<file path="config.mk">
export PLATFORM = sky130hd
export DESIGN_NAME = encoder_sched
export DESIGN_NICKNAME = d
export VERILOG_FILES = /design/src/rtl/encoder_pkg.sv /design/src/rtl/sym_gearbox.sv /design/src/rtl/encoder_sched.sv
export SDC_FILE = /design/constraint.sdc
export NUM_CORES = 1
export LEC_CHECK = 0
export ABC_AREA = 1
export BUFFER_PORTS_ARGS = -buffer_cell sky130_fd_sc_hd__buf_2
export CORE_MARGIN = 1.5
export CORE_UTILIZATION = 42
export CTS_BUF_LIST = sky130_fd_sc_hd__clkbuf_8
export DETAILED_ROUTE_END_ITERATION = 10
export MAX_ROUTING_LAYER = met4
export SYNTH_ARGS = -nofsm -noshare
export SYNTH_HDL_FRONTEND = slang
export SYNTH_SLANG_ARGS = --single-unit
</file>
<file path="constraint.sdc">
create_clock -name clk -period 2.64 [get_ports clk]
set_input_delay 0.132 -clock clk [delete_from_list [all_inputs] [get_ports clk]]
set_output_delay 0.132 -clock clk [all_outputs]
set_load 0.01 [all_outputs]
</file>
<file path="src/rtl/encoder_pkg.sv">
// Shared types and default symbol values for the encoder symbol scheduler.
package encoder_pkg;

    localparam int SYM_WIDTH = 5;

    typedef enum logic [1:0] {IDLE, PRE, PAY, EOF} state_t;

    localparam logic [SYM_WIDTH-1:0] DEF_PRE_A    = 5'h15;
    localparam logic [SYM_WIDTH-1:0] DEF_PRE_B    = 5'h0A;
    localparam logic [SYM_WIDTH-1:0] DEF_EOF_SYM  = 5'h1F;
    localparam logic [SYM_WIDTH-1:0] DEF_IDLE_SYM = 5'h00;

endpackage

</file>
<file path="src/rtl/sym_gearbox.sv">
// 8->5 gearbox: LSB-first bit buffer that merges bytes in and hands out
// zero-padded symbols from its bottom bits.
module sym_gearbox
    import encoder_pkg::*;
(
    input  logic                 clk,
    input  logic                 rst,
    input  logic                 i_accept,
    input  logic [7:0]           i_byte,
    input  logic                 i_consume,
    input  logic                 i_clear,
    output logic [SYM_WIDTH-1:0] o_sym,
    output logic [3:0]           o_cnt
);

    localparam int BUF_W = 12;

    logic [BUF_W-1:0] r_buf;
    logic [3:0]       r_cnt;
    logic [BUF_W-1:0] w_bufBase;
    logic [BUF_W-1:0] w_bufNext;
    logic [3:0]       w_cntBase;
    logic [3:0]       w_cntNext;

    // Consumption happens first so a byte taken on the same edge lands at the post-shift count.
    always_comb begin
        w_bufBase = r_buf;
        w_cntBase = r_cnt;
        if (i_clear) begin
            w_bufBase = '0;
            w_cntBase = '0;
        end else if (i_consume) begin
            w_bufBase = r_buf >> SYM_WIDTH;
            w_cntBase = r_cnt - 4'(SYM_WIDTH);
        end
        w_bufNext = w_bufBase;
        w_cntNext = w_cntBase;
        if (i_accept) begin
            w_bufNext = w_bufBase | (BUF_W'(i_byte) << w_cntBase);
            w_cntNext = w_cntBase + 4'd8;
        end
    end

    always_ff @(posedge clk or negedge rst) begin
        if (!rst) begin
            r_buf <= '0;
            r_cnt <= '0;
        end else begin
            r_buf <= w_bufNext;
            r_cnt <= w_cntNext;
        end
    end

    assign o_sym = r_buf[SYM_WIDTH-1:0] & ~({SYM_WIDTH{1'b1}} << r_cnt);
    assign o_cnt = r_cnt;

endmodule

</file>
<file path="src/rtl/encoder_sched.sv">
// Frames a byte stream into preamble / payload / EOF symbols for the
// orthogonal encoder, issuing one registered symbol per symbol period.
module encoder_sched
    import encoder_pkg::*;
#(
    parameter int                   SYM_DIV  = 4,
    parameter int                   PRE_LEN  = 4,
    parameter logic [SYM_WIDTH-1:0] PRE_A    = DEF_PRE_A,
    parameter logic [SYM_WIDTH-1:0] PRE_B    = DEF_PRE_B,
    parameter logic [SYM_WIDTH-1:0] EOF_SYM  = DEF_EOF_SYM,
    parameter logic [SYM_WIDTH-1:0] IDLE_SYM = DEF_IDLE_SYM
)(
    input  logic                 clk,
    input  logic                 rst,
    input  logic [7:0]           s_data,
    input  logic                 s_valid,
    input  logic                 s_last,
    output logic                 s_ready,
    output logic [SYM_WIDTH-1:0] sym,
    output logic                 sym_stb,
    output logic                 sym_sof,
    output logic                 sym_eof,
    output logic                 busy,
    output logic                 underrun
);

    state_t               r_state;
    state_t               w_nextState;
    logic [3:0]           r_idx;
    logic [3:0]           w_nextIdx;
    logic [7:0]           r_div;
    logic                 r_lastSeen;
    logic [SYM_WIDTH-1:0] r_sym;
    logic                 r_stb;
    logic                 r_sof;
    logic                 r_eof;
    logic                 r_underrun;

    logic                 w_tick;
    logic                 w_accept;
    logic                 w_consume;
    logic                 w_clear;
    logic [SYM_WIDTH-1:0] w_symNext;
    logic                 w_sofNext;
    logic                 w_eofNext;
    logic                 w_urNext;
    logic [SYM_WIDTH-1:0] w_gbSym;
    logic [3:0]           w_cnt;

    assign w_tick   = (r_div == 8'(SYM_DIV - 1));
    assign s_ready  = (r_state == PRE || r_state == PAY) && !r_lastSeen && (w_cnt < 4'd5);
    assign w_accept = s_valid && s_ready;

    sym_gearbox u_gearbox (
        .clk      (clk),
        .rst      (rst),
        .i_accept (w_accept),
        .i_byte   (s_data),
        .i_consume(w_consume),
        .i_clear  (w_clear),
        .o_sym    (w_gbSym),
        .o_cnt    (w_cnt)
    );

    always_ff @(posedge clk or negedge rst) begin
        if (!rst) begin
            r_state <= IDLE;
            r_idx   <= '0;
        end else begin
            r_state <= w_nextState;
            r_idx   <= w_nextIdx;
        end
    end

    // The start tick itself carries preamble symbol 0, so PRE resumes at index 1.
    always_comb begin
        w_nextState = r_state;
        w_nextIdx   = r_idx;
        w_symNext   = IDLE_SYM;
        w_sofNext   = 1'b0;
        w_eofNext   = 1'b0;
        w_urNext    = 1'b0;
        w_consume   = 1'b0;
        w_clear     = 1'b0;
        if (w_tick) begin
            case (r_state)
                IDLE: begin
                    if (s_valid) begin
                        w_symNext = PRE_A;
                        w_sofNext = 1'b1;
                        if (PRE_LEN == 1) begin
                            w_nextState = PAY;
                        end else begin
                            w_nextState = PRE;
                            w_nextIdx   = 4'd1;
                        end
                    end
                end
                PRE: begin
                    w_symNext = r_idx[0] ? PRE_B : PRE_A;
                    if (r_idx == 4'(PRE_LEN - 1)) begin
                        w_nextState = PAY;
                        w_nextIdx   = '0;
                    end else begin
                        w_nextIdx = r_idx + 4'd1;
                    end
                end
                PAY: begin
                    if (w_cnt >= 4'd5) begin
                        w_symNext = w_gbSym;
                        w_consume = 1'b1;
                    end else if (r_lastSeen && w_cnt != 4'd0) begin
                        w_symNext   = w_gbSym;
                        w_clear     = 1'b1;
                        w_nextState = EOF;
                    end else if (r_lastSeen) begin
                        w_symNext   = EOF_SYM;
                        w_eofNext   = 1'b1;
                        w_clear     = 1'b1;
                        w_nextState = IDLE;
                    end else begin
                        w_urNext = 1'b1;
                    end
                end
                EOF: begin
                    w_symNext   = EOF_SYM;
                    w_eofNext   = 1'b1;
                    w_clear     = 1'b1;
                    w_nextState = IDLE;
                end
                default: w_nextState = IDLE;
            endcase
        end
    end

    always_ff @(posedge clk or negedge rst) begin
        if (!rst) begin
            r_div      <= '0;
            r_lastSeen <= 1'b0;
            r_sym      <= IDLE_SYM;
            r_stb      <= 1'b0;
            r_sof      <= 1'b0;
            r_eof      <= 1'b0;
            r_underrun <= 1'b0;
        end else begin
            r_div <= w_tick ? 8'd0 : r_div + 8'd1;
            if (w_clear) begin
                r_lastSeen <= 1'b0;
            end else if (w_accept && s_last) begin
                r_lastSeen <= 1'b1;
            end
            r_stb      <= w_tick;
            r_underrun <= w_tick && w_urNext;
            if (w_tick) begin
                r_sym <= w_symNext;
                r_sof <= w_sofNext;
                r_eof <= w_eofNext;
            end
        end
    end

    assign sym      = r_sym;
    assign sym_stb  = r_stb;
    assign sym_sof  = r_sof;
    assign sym_eof  = r_eof;
    assign underrun = r_underrun;
    assign busy     = (r_state != IDLE);

endmodule
</file>
# Yosys cells after proc, flatten, opt, wreduce, memory -nomap -nowiden
# Index checks and enable logic that the tools add are counted.
dict set report op_classes {
  addsub 4
  bitwise_logic 3
  order_cmp 2
  n_eq_ne 9
  muxes 42
  reduce_logical 15
  n_shift 2
}
# operator n
set op_table {}
lappend op_table {{2-to-1 mux 12 bit} 3}
lappend op_table {{2-to-1 mux 5 bit} 5}
lappend op_table {{2-to-1 mux 4 bit} 5}
lappend op_table {{one-hot mux 5 bit (4 select lines)} 1}
lappend op_table {{2-to-1 mux 1 bit} 18}
lappend op_table {{OR 12 bit} 1}
lappend op_table {{left shift 8 x 4 -> 12 bit} 1}
lappend op_table {{2-to-1 mux 2 bit} 5}
lappend op_table {{adder 8 x 1 -> 8 bit, second input constant} 1}
lappend op_table {{equality test 8 x 2 -> 1 bit, second input constant} 1}
lappend op_table {{2-to-1 mux 8 bit} 1}
lappend op_table {{one-hot mux 2 bit (4 select lines)} 1}
lappend op_table {{one-hot mux 4 bit (2 select lines)} 1}
lappend op_table {{logical AND 1 bit} 6}
lappend op_table {{nonzero test 2 bit} 3}
lappend op_table {{AND 5 bit} 1}
lappend op_table {{NOT 5 bit} 1}
lappend op_table {{AND reduction 5 bit} 1}
lappend op_table {{left shift 5 x 4 -> 5 bit, first input constant} 1}
lappend op_table {{adder 4 x 1 -> 4 bit, second input constant} 1}
lappend op_table {{adder 4 bit, second input constant} 1}
lappend op_table {{equality test 2 bit, second input constant} 2}
lappend op_table {{equality test 4 x 2 -> 1 bit, second input constant} 1}
lappend op_table {{greater-or-equal comparator 4 x 3 -> 1 bit, second input constant} 1}
lappend op_table {{12 further kinds} 14}
dict set report totals {
  out_inout_bits 11
  reg_bits 40
  word_cells 88
}

# Logic depth before layout (Yosys ltp)
dict set report depth {
  word_depth 10
  depth_mapped 17
  mapped_depth_nobuf 17
}

# Modules after synthesis
# From an unflattened synthesis, not the netlist that was laid out.
dict set report hier_totals {
  cells_unflattened 383
  area_unflattened_um2 2655.0
}
# module area_each_um2 seq_area_each_um2 instances cells_per_inst
set modules_own_cells {}
lappend modules_own_cells {encoder_sched 1400.1 600.6 1 188}
lappend modules_own_cells {sym_gearbox 1255.0 400.4 1 195}

# Least setup slack after synthesis
# Ideal clock, no wire load.
dict set report synth_timing {
  path_type {register to register}
  start {reg u_gearbox.r_cnt[0], in the netlist u_gearbox.o_cnt[0]}
  end {reg u_gearbox.r_buf[8]}
  required_time_ns 2.523
  stages_incl_launch_ff 18
  n_path_buf 1
  slack_ns 0.567
  period_less_slack_ns 2.073
  setup_ns 0.117
  arrival_time_ns 1.956
  cell_sequence {dfrtp_1 > inv_1 > ha_1 > inv_1 > nand2_1 > nand3_2 > nand2_1 > nor2_4 > nand2_1 > nand3_4 > inv_2 > buf_6 > nor2_1 > nor2_1 > nand2_1 > nand3_1 > nand2_1 > nand2_1}
}
dict set report synth_via {
  elab_chain_cells 10
  elab_cells_between_ends 21
  classes_between {add/sub: 1; order compare: 2; shift: 1; mux: 12; bitwise: 1; reduce/logical: 4}
}
# element line_no
set synth_lines {}
lappend synth_lines {{start: declaration} sym_gearbox.sv:19} ;# logic [3:0] r_cnt;
lappend synth_lines {{start signal: assignment} sym_gearbox.sv:50} ;# r_cnt <= w_cntNext;
lappend synth_lines {{branches (longest 6 deep; another with greater-or-equal comparator 4 x 3 -> 1 bit)} n/a}
lappend synth_lines {{2-to-1 mux 4 bit (*)} sym_gearbox.sv:29} ;# if (i_clear) begin
lappend synth_lines {{via u_gearbox.w_cntBase[1]} sym_gearbox.sv:22} ;# logic [3:0] w_cntBase;
lappend synth_lines {{left shift 8 x 4 -> 12 bit (*)} sym_gearbox.sv:39} ;# w_bufNext = w_bufBase | (BUF_W'(i_byte) << w_cntBase);
lappend synth_lines {{OR 12 bit (*)} sym_gearbox.sv:39}
lappend synth_lines {{2-to-1 mux 12 bit (*)} sym_gearbox.sv:38} ;# if (i_accept) begin
lappend synth_lines {{via u_gearbox.w_bufNext[8]} sym_gearbox.sv:21} ;# logic [BUF_W-1:0] w_bufNext;
lappend synth_lines {{end signal: assignment} sym_gearbox.sv:49} ;# r_buf <= w_bufNext;
lappend synth_lines {{end: declaration} sym_gearbox.sv:18} ;# logic [BUF_W-1:0] r_buf;
# Mark *: on every way through the listed nets, which the timed path passes.
# A chain may end at the register's enable or synchronous reset.

# Worst setup path in the final report
dict set report layout_timing {
  start {reg u_gearbox.r_cnt[0], in the netlist u_gearbox.o_cnt[0]}
  end {reg u_gearbox.r_buf[7]}
}
dict set report layout_via {
  elab_chain_cells 10
  elab_cells_between_ends 21
  classes_between {add/sub: 1; order compare: 2; shift: 1; mux: 12; bitwise: 1; reduce/logical: 4}
}
# element line_no
set layout_lines {}
lappend layout_lines {{branches (longest 9 deep; another with greater-or-equal comparator 4 x 3 -> 1 bit)} n/a}
lappend layout_lines {{2-to-1 mux 12 bit (*)} sym_gearbox.sv:38}
lappend layout_lines {{via u_gearbox.w_bufNext[7]} sym_gearbox.sv:21}
# Marks and branches as above.

==> results.md <==
* Wirelength per Cell at 13.5 um
* Remaining Overflow, GRT at 0
* Initial antenna violation count at 0
* DR pass1 iterations at 5
* Final nets at 378
* Worst Max-Slew Pin Slew at 0.900 ns
* Routability cong. at 0.906
* Worst slew margin at 40.0%
* Dpl hpwl at 4.40 mm
* Netlist cell types at 40
* Critical Path AT at 2.62 ns
* Startpoint types: flop
* Via/cell ratio at 5.10
* Die height at 80.6 um
* Mux cell area share after synthesis at 0%
* First-pass GRT wire length at 10.0 mm
* Die area at 6500 um2
* Post-Synth Adder-Cell Area at 5.44%
* Pins Over Slew Limit at 0
* Pin count of the biggest net entering global routing at 41
* XOR/XNOR Fraction of Synth Area at 2.08%
* Final Hold Vio Count at 0
* Synthesized area per cell at 7.69 um2
* Area Overhead vs Synth at 12.3%
* Cell taking the most area after synthesis: dfrtp_1
* Clk sinks at 40
* Final WL at 5.81 mm
* Commonest cells in the netlist: nand2_1 (88), dfrtp_1 (40), inv_1 (40), nand3_1 (32), nor2_1 (23)
* Initial core utilization at 43.2%
* PortBufs at 22
* Antenna Nets Post-Route at 0
* Mapped Nets at 352
* Register bit total from synthesis at 40
* Remaining DRCs at 0
* Top-area cell type share of the netlist area at 39.6%
* Tmin final at 2.38 ns
* Clk root buf: clkbuf_8
* Ant. Diodes at 0
* Synth area leaders: dfrtp_1 (40%), nand2_1 (13%), nand3_1 (6.3%), inv_1 (5.9%), ha_1 (5.4%)
* GRT Overall Usage at 20.3%
* Maximum fanout along the worst path at 18
* Leakage power at 1.53 nW
* Worst vdd ir at 0.000305 V
* Layout cells sized above 1 at 15.4%
* H-tree levels at 2
* Core box area at 5850 um2
* DR iter-0 viols at 173
* Final Cycle Share at 90.3%
* WP data required at 2.88 ns
* Final Setup Violations at 0
* Maximum clock path buffer count at 2
* Compound-Gate Fraction of Synth Area at 12.0%
* Worst setup EP type: flop
* Met1 wire length at 2.74 mm
* RSZ-0062 raised after global routing: no
* Mapped Cells at 329
* Number of enable flip-flop cells after synthesis at 0
* YS warnings at 0
* Via count at 2200
* Highest metal used: met4
* Post-Synth Simple-Gate Area at 32.9%
* Routed length on met2 at 2.79 mm
* FMAX at 420 MHz
* Total of max-cap violations at 0
* CTS Buf Count at 5
* Count leader, synth: nand2_1
* Insertion delay to the later sink of the worst-skew pair at 0.30 ns
* Largest family of logic cells by synthesized area: simple AND/OR/NAND/NOR gates
* Hold Path Class: in2reg
* Placed insts at 422
* Clock Pin Slew Worst Setup and Hold Paths at 0.08 ns
* Final std cells w/o fill at 431
* Fin Setup TNS at 0 ns
* Core Rows at 28
* Synth Flop Type: dfrtp_1
* Final worst clock skew at 0.00986 ns
* CTS tree: built
* Top Ports at 23
* Vias in the first global route at 2166
* Power Density at 916 nW/um2
* Sequential share of the synthesized area at 39.6%
* Die W at 80.6 um
* Critical path class: reg2reg
* Met3 Wirelength at 191 um
* Status: finished, final reports clean
* Cell Area, Synth at 2530 um2
* Async SR Flop Fraction at 100%
power breakdown:
group	total (W)	leakage [nW]	internal (W)	switching, W
clock	0.000491	0.0593	0.000277	0.000214
sequential	0.000950	0.513	0.000809	0.000141
combinational	0.00116	0.953	0.000418	0.000743
placed cells by master, fill, tap and decap left out, types with 3 or more instances in the layout:
master | netlist | layout
o211ai_1 | 6 | 6
inv_2 | 3 | 4
nand3_4 | 3 | 3
nand4_1 | 7 | 7
nor3_1 | 5 | 5
nor2_1 | 23 | 23
inv_1 | 40 | 40
or2_2 | 5 | 5
nand2_1 | 88 | 88
dfrtp_1 | 40 | 40
xor2_1 | 5 | 5
buf_2 | 2 | 22
o21ai_0 | 13 | 13
a21oi_1 | 11 | 11
nand3_1 | 32 | 32
clkbuf_8 | 0 | 5
o21ai_1 | 5 | 5
ha_1 | 11 | 11
path summary, 6_finish.rpt:
check                                             start                            to  slack [ns]  depth (start not counted)
max                        u_gearbox.o_cnt[0]$_DFF_PN0_  u_gearbox.r_buf[7]$_DFF_PN0_        0.26                         13
min                                             s_valid           sym_sof$_DFFE_PN0N_        0.12                          3
max reg2reg                u_gearbox.o_cnt[0]$_DFF_PN0_  u_gearbox.r_buf[7]$_DFF_PN0_        0.26                         13
min reg2reg                          sym[0]$_DFFE_PN0N_            sym[0]$_DFFE_PN0N_        0.49                          2
max in group asynchronous                           rst  u_gearbox.o_cnt[3]$_DFF_PN0_        1.57                          2
min in group asynchronous                           rst            r_div[5]$_DFF_PN0_        0.49                          2
what timing repair did:
action	4_1_cts	5_1_grt
buffers inserted	0	0
hold buffers	1	0
resized for setup	0	3
setup endpoints to repair	0	8
hold endpoints to repair	28	0
registers in the layout, indices dropped and copies added, names as in the netlist:
register         count
r_div                8
r_idx                4
r_lastSeen           1
r_state              2
sym                  5
sym_eof              1
sym_sof              1
sym_stb              1
u_gearbox.o_cnt      4
u_gearbox.r_buf     12
underrun             1
kinds of logic after synthesis:
group	count (synthesis)
adders and majority gates	11
DFF	40
buffers and inverters	49
AOI/OAI and AO/OA	49
and+or+nand+nor	174
xor gates and xnor gates	6
critical path, cell delays in order (launching register included):
cell and delay, ns:
dfrtp_1 0.43, inv_1 0.11, ha_1 0.24, inv_1 0.10, nand2_1 0.07, nand3_2 0.13
nand3_4 0.22, nand2_4 0.18, nand3_4 0.18, o21ai_0 0.27, nand2_1 0.10, nand3_1 0.10
nand3_1 0.11, nand2_1 0.08
area by class of cell:
class                      instances  area, um2
clock inverter                     3       38.8
tap                               75       93.8
timing repair buffer              25        135
sequential                        40       1000
clock buffer                       5       68.8
multi-input combinational        240       1340
fill                             561       3010
inverter                          43        161
through the flow:
stage / utilization (%) / total power (W) / hold slack, ns / instance area, um2 / setup WS, ns
after floorplan: - / 0.00180 / -0.164 / 2530 / 0.567
after global placement: 46.3 / 0.00210 / 0.308 / 2710 / 0.112
after detailed placement: 46.3 / 0.00210 / 0.312 / 2710 / 0.136
after CTS: 48.3 / 0.00260 / 0.116 / 2830 / 0.142
after global routing: 48.5 / 0.00284 / 0.118 / 2840 / 0.0307
final: 48.5 / 0.00260 / 0.121 / 2840 / 0.257
layer usage:
metal,global-route usage (%),vias to the layer above
li1,-,1131
met1,24.8,1024
met2,34.1,37
met3,4.09,8
met4,5.86,0
met5,-,-
Power figures use the tool's default switching activity.
